$ cat src/rtl/fifo_interface_pkg.sv
// fifo_interface_pkg: shared defaults and sizing helpers for fifo_interface.
//   DEFAULT_NUM_BITS : default payload width
//   DEFAULT_DEPTH    : default number of storage entries
//   ptr_width()      : read/write pointer width, one extra MSB for wrap
package fifo_interface_pkg;

    localparam int unsigned DEFAULT_NUM_BITS = 16;
    localparam int unsigned DEFAULT_DEPTH    = 16;

    // The extra MSB separates full from empty when the address bits match.
    function automatic int unsigned ptr_width(input int unsigned entries);
        return $clog2(entries) + 1;
    endfunction

endpackage

$ cat src/rtl/fifo_interface_mem.sv
// fifo_interface_mem: depth x num_bits storage for fifo_interface.
//   clk    : write clock
//   we     : write enable
//   waddr  : write address
//   wdata  : write payload
//   raddr  : read address
//   rdata  : read payload, asynchronous read
// Contents are never reset.
module fifo_interface_mem
    import fifo_interface_pkg::*;
#(
    parameter int unsigned num_bits = DEFAULT_NUM_BITS,
    parameter int unsigned depth    = DEFAULT_DEPTH,
    localparam int unsigned AW      = $clog2(depth)
) (
    input  logic                clk,
    input  logic                we,
    input  logic [AW-1:0]       waddr,
    input  logic [num_bits-1:0] wdata,
    input  logic [AW-1:0]       raddr,
    output logic [num_bits-1:0] rdata
);

    logic [num_bits-1:0] mem_q [depth];

    always_ff @(posedge clk) begin
        if (we) begin
            mem_q[waddr] <= wdata;
        end
    end

    assign rdata = mem_q[raddr];

endmodule

$ cat src/rtl/fifo_interface.sv
// fifo_interface: single-clock first-word-fall-through FIFO.
//   clk        : clock, all state on rising edge
//   reset      : synchronous active-high reset, clears pointers only
//   in_data    : write payload
//   in_enable  : producer offers in_data
//   in_ready   : FIFO not full
//   out_data   : oldest stored word
//   out_enable : FIFO not empty
//   out_ready  : consumer takes out_data
// Optional (macro FIFO_INTERFACE_STATUS_EN):
//   count      : current occupancy
//   full       : FIFO full
//   empty      : FIFO empty
module fifo_interface
    import fifo_interface_pkg::*;
#(
    parameter int unsigned num_bits = DEFAULT_NUM_BITS,
    parameter int unsigned depth    = DEFAULT_DEPTH,
    localparam int unsigned PW      = ptr_width(depth),
    localparam int unsigned CW      = $clog2(depth + 1)
) (
    input  logic                clk,
    input  logic                reset,
    input  logic [num_bits-1:0] in_data,
    input  logic                in_enable,
    output logic                in_ready,
    output logic [num_bits-1:0] out_data,
    output logic                out_enable,
    input  logic                out_ready
`ifdef FIFO_INTERFACE_STATUS_EN
    ,
    output logic [CW-1:0]       count,
    output logic                full,
    output logic                empty
`endif
);

    localparam int unsigned AW = PW - 1;

    logic [PW-1:0] wr_ptr_q, wr_ptr_d;
    logic [PW-1:0] rd_ptr_q, rd_ptr_d;
    logic          full_w;
    logic          empty_w;
    logic          do_write;
    logic          do_read;

    assign empty_w  = (wr_ptr_q == rd_ptr_q);
    assign full_w   = (wr_ptr_q[AW-1:0] == rd_ptr_q[AW-1:0]) &&
                      (wr_ptr_q[AW] != rd_ptr_q[AW]);

    assign in_ready   = !full_w;
    assign out_enable = !empty_w;

    assign do_write = in_enable && in_ready;
    assign do_read  = out_enable && out_ready;

    // Power-of-two depth makes natural overflow the modulo 2*depth wrap.
    always_comb begin
        wr_ptr_d = wr_ptr_q;
        rd_ptr_d = rd_ptr_q;
        if (do_write) begin
            wr_ptr_d = wr_ptr_q + PW'(1);
        end
        if (do_read) begin
            rd_ptr_d = rd_ptr_q + PW'(1);
        end
    end

    always_ff @(posedge clk) begin
        if (reset) begin
            wr_ptr_q <= '0;
            rd_ptr_q <= '0;
        end else begin
            wr_ptr_q <= wr_ptr_d;
            rd_ptr_q <= rd_ptr_d;
        end
    end

    fifo_interface_mem #(
        .num_bits (num_bits),
        .depth    (depth)
    ) u_mem (
        .clk   (clk),
        .we    (do_write && !reset),
        .waddr (wr_ptr_q[AW-1:0]),
        .wdata (in_data),
        .raddr (rd_ptr_q[AW-1:0]),
        .rdata (out_data)
    );

`ifdef FIFO_INTERFACE_STATUS_EN
    logic [PW-1:0] occ_w;
    assign occ_w = wr_ptr_q - rd_ptr_q;
    assign count = CW'(occ_w);
    assign full  = full_w;
    assign empty = empty_w;
`endif

endmodule

$ cat config.mk
export PLATFORM = sky130hd
export DESIGN_NAME = fifo_interface
export DESIGN_NICKNAME = d
export VERILOG_FILES = /design/src/rtl/fifo_interface_pkg.sv /design/src/rtl/fifo_interface_mem.sv /design/src/rtl/fifo_interface.sv
export SDC_FILE = /design/constraint.sdc
export NUM_CORES = 1
export LEC_CHECK = 0
export BUFFER_PORTS_ARGS = -buffer_cell sky130_fd_sc_hd__buf_2
export CORE_ASPECT_RATIO = 1.5
export CORE_MARGIN = 2
export CORE_UTILIZATION = 64
export CTS_BUF_LIST = sky130_fd_sc_hd__clkbuf_8
export CTS_CLUSTER_SIZE = 12
export DETAILED_ROUTE_END_ITERATION = 12
export PLACE_DENSITY = 0.9
export SYNTH_ARGS = -nofsm -noshare
export SYNTH_HDL_FRONTEND = slang
export SYNTH_HIERARCHICAL = 1
export SYNTH_SLANG_ARGS = --single-unit
$ cat constraint.sdc
create_clock -name clk -period 4.4 [get_ports clk]
set_input_delay 1.32 -clock clk [delete_from_list [all_inputs] [get_ports clk]]
set_output_delay 1.32 -clock clk [all_outputs]
set_load 0.02 [all_outputs]
==> flow_results.org <==
** Critical path
- On the critical path, the stage with the largest delay is an instance of dfxtp_4.
- STA classifies the critical path startpoint as a flip-flop.
- Largest stage delay on the critical path :: 730 ps
- Register-to-Register Path Depth :: 7
- The worst setup path is captured at an output pin.
- Largest delay contributor family on the critical path :: flip-flops
- The critical path starts at rd_ptr_q[0].
- Arrival @ worst endpoint :: 2700 ps
- Maximum net fanout on the critical path :: 32
- Walking the worst path, the cells encountered are buf_4, mux4_1, a22oi_1, nand2_1, buf_2.
- In this run the number of cells on the critical path is 5.
- Number of buffer and inverter instances along the worst setup path :: 2
- By startpoint and endpoint, the worst setup path is classified as reg -> out.
- Required time of the critical path :: 3080 ps
- Reg2Reg Launch Point :: rd_ptr_q[0]
- Flop-to-flop setup slack :: 1150 ps

** Power and ir drop
- Pwr/cell area :: 451 nW/um^2
- Power comes to 5.28 mW.
- The analysis attributes to cell leakage a power of 3.83 nW.
- Worst VDD drop :: 0.316 mV

** Clock network
- In this run the clock root is driven by a clkbuf_8.
- The H-tree was split into 2 levels.
- For this design, the sink count on the clock tree is 266.
- Buffers from clock root to sink, at most :: 3
- Clock-pin slew on the worst setup and hold paths :: 70 ps
- The clock reaches the later pin of the worst-skew pair after 520 ps.
- TritonCTS built the clock tree.
- TritonCTS created 38 clock buffers.
- # resized after CTS :: 0
- After clock tree synthesis, the setup repair step added 0 buffers.
- In this run, post-CTS hold repair placed 0 buffers.

** Synth
- The share of synthesized area in the top cell type comes to 0.743.
- By area the synthesized netlist is led by edfxtp_1 (74%), mux4_2 (12%), mux4_1 (2.5%).
- Sequential-to-total area share from yosys stat :: 0.762
- Measured against the total synthesized area, the mux share comes to 0.154.
- Net count after synthesis :: 506
- By area, the combinational part of the netlist is dominated by multiplexers.
- Of the total synthesized cell area, the portion taken by full adders, half adders and majority gates is 0.00242.
- Mapped Cells :: 484
- The compound-cell area share of the yosys netlist was 0.0283.
- Post-synth design cell area :: 10,400 sq um
- Of the total synthesized cell area, the portion taken by XOR and XNOR cells is 0.00508.
- After synthesis, the mean cell area works out to 21.4 sq um.
- In this run, synthesis produced a sequential element count of 266.
- Count of distinct cell types in the synthesized netlist :: 29
- Of the total synthesized cell area, the portion taken by AND, OR, NAND and NOR gates is 0.0353.
- Warning count from the yosys run :: 6
- Cell type contributing the most total cell area after synthesis :: edfxtp_1

** Global routing
- Vias in the first global route :: 5,628
- Entering global routing, the biggest net connects 65 pins.
- Initial antenna violation count :: 1
- Overflow left after global routing :: 0
- Wire length of the first global-routing pass :: 33,000 microns
- Overall track demand over capacity in global routing :: 0.265

** Final layout
- After routing the design area is 11,700 sq um.
- Of the cells placed in the final design, the portion with a size suffix greater than 1 is 0.330.
- Post-layout instance count excluding filler cells :: 798
- After filler insertion, the fill cell instance count of the layout stands at 847.
- Layout overhead on the synthesized area :: 13.1%
- Number of nets in the layout :: 589

** Placement
- Last weighted congestion value of the routability-driven placer :: 0.751
- Dpl cell area :: 10,900 sq um
- Counting tap cells, the placed design contains a total of 730 instances.
- Buffers placed on the I/O ports in this run total 37.
- Detailed placement ended at an HPWL of 13,200 microns.

** Floorplan
- The floorplan step set the die width to 108 microns.
- The floorplan has 56 rows.
- 38 I/O pins were placed.
- The floorplan step defined a die boundary enclosing 17,200 sq um.
- The initial utilization of the core area, before any placement, comes to 0.657.
- The core region is 15,800 sq um.
- The die is 160 microns tall.

** Timing
- Unrepaired setup endpoints after global routing :: false
- Post-route minimum period :: 4020 ps
- Worst slew margin :: 0.358
- Final Skew :: 18.0 ps
- The number of max-slew violations in the final report is 0.
- Final clock period utilization by the worst path :: 0.914
- Timing would allow up to 249 MHz.
- Setup TNS :: 0 ps
- For the pin with the worst max-slew slack, the measured transition is 963 ps.
- The number of hold violations in the final report was 0.
- Number of setup violations in the final report :: 0

** Worst hold path
- Along the worst hold path, the cell count comes to 2.
- The worst hold path begins at rd_ptr_q[1].
- Path class of the lowest-slack min-delay path :: reg -> reg

** Drt
- In this run the remaining antenna-violating nets after routing total 0.
- Initial DRC Count :: 575
- Detailed routing inserted a total of 5,238 vias.
- # DRC :: 0
- Using the TritonRoute via totals, the vias-per-cell ratio works out to 6.56.
- Wires add up to 21,500 microns.
- Routed wire length per instance :: 27.0 microns
- The first detailed-routing pass took 5 iterations.

** Flow run
- Max-cap violations in this run came to 0.

** Run status
- Outcome :: complete, no violations
==> logic make-up (layout without fill, tap and decap cells) <==
group,count (synthesis),count (layout)
flip-flops,266,266
multiplexers,74,74
AND/OR/NAND/NOR,73,73
AO/OA/AOI/OAI,40,40
buffers and inverters,23,133
XOR/XNOR,6,6
adder cells (fa/ha/maj),2,2
other,0,1
==> per-stage QoR <==
step | util | hold slack [ps] | setup slack, ps
after floorplan | - | 499 | 591
after global placement | 0.694 | 512 | 943
after detailed placement | 0.694 | 566 | 917
after CTS | 0.742 | 578 | 301
after global routing | 0.742 | 584 | 207
final | 0.742 | 564 | 376
==> synthesized netlist by cell type (all sizes together) <==
cell and number:
a22oi 32, nor2 21, nor3 4, a21oi 6, nand3b 2, nand2 21, nand4 4, nor2b 11
or3b 1, nand3 1, mux2i 2, ha 2, dfxtp 10, mux4 64, a21boi 2, clkbuf 10
mux2 8, xor2 5, edfxtp 256, buf 13, and2 1, nand2b 6, xnor2 1, nor4 1
==> worst paths after layout <==
path,to
worst max-delay path,out_data[0]
worst min-delay path,rd_ptr_q[1]
worst max register to register,u_mem/mem_q[1][9]
worst min register to register,rd_ptr_q[1]
==> report_power, final <==
group	internal (mW)	switching [mW]	leakage (nW)	total, mW
clock	1.04	0.879	0.407	1.92
sequential	2.80	0.0458	2.39	2.84
combinational	0.258	0.260	1.03	0.519
==> metal layers <==
layer	part of all wire	routed length [microns]	GRT usage
met1	0.35	7600	0.349
met2	0.54	11500	0.443
met3	0.076	1650	0.0453
met4	0.034	736	0.110
met5	0	0	0
==> sequential cells by signal, summed over array words and instances, names as in the netlist <==
name / flops
u_mem/mem_q: 256
wr_ptr_q: 5
rd_ptr_q: 5
==> area by class of cell <==
class / instances / area [sq um] / share of cell area
Antenna cell: 1 / 2.50 / 0.000214
Clock buffer: 41 / 564 / 0.0482
Multi-Input combinational cell: 195 / 2380 / 0.204
Sequential cell: 266 / 7890 / 0.674
Clock inverter: 26 / 191 / 0.0164
Timing Repair Buffer: 66 / 415 / 0.0355
Tap cell: 203 / 254 / 0.0217
==> placed cells by master, fill, tap and decap left out <==
master,n
inv_1,6
dfxtp_1,8
a21oi_1,6
nor3_2,4
a21boi_2,2
mux2_4,2
buf_12,1
nor2b_1,11
mux4_2,54
a22oi_1,32
edfxtp_1,256
mux4_1,10
nand2b_1,6
nand3b_1,2
clkinv_1,9
buf_4,28
and2_1,1
ha_1,2
buf_2,37
xnor2_1,1
xor2_1,5
nand4_1,4
nand2_1,21
nand3_1,1
nor4_4,1
dfxtp_4,1
dfxtp_2,1
mux2_1,6
clkinv_2,6
clkinvlp_4,2
clkbuf_8,41
nor2_2,12
or3b_2,1
mux2i_1,2
diode_2,1
nor2_1,9
bufinv_16,3
==> worst reg2reg max path, delay by kind of cell (launching register included) <==
kind / cells / cell delay, ps
xor+xnor: 1 / 290
flops: 1 / 730
compound gates: 1 / 250
simple gates: 4 / 1410
buf+inv: 1 / 280
Note: power is estimated with default switching activity, not from simulation.
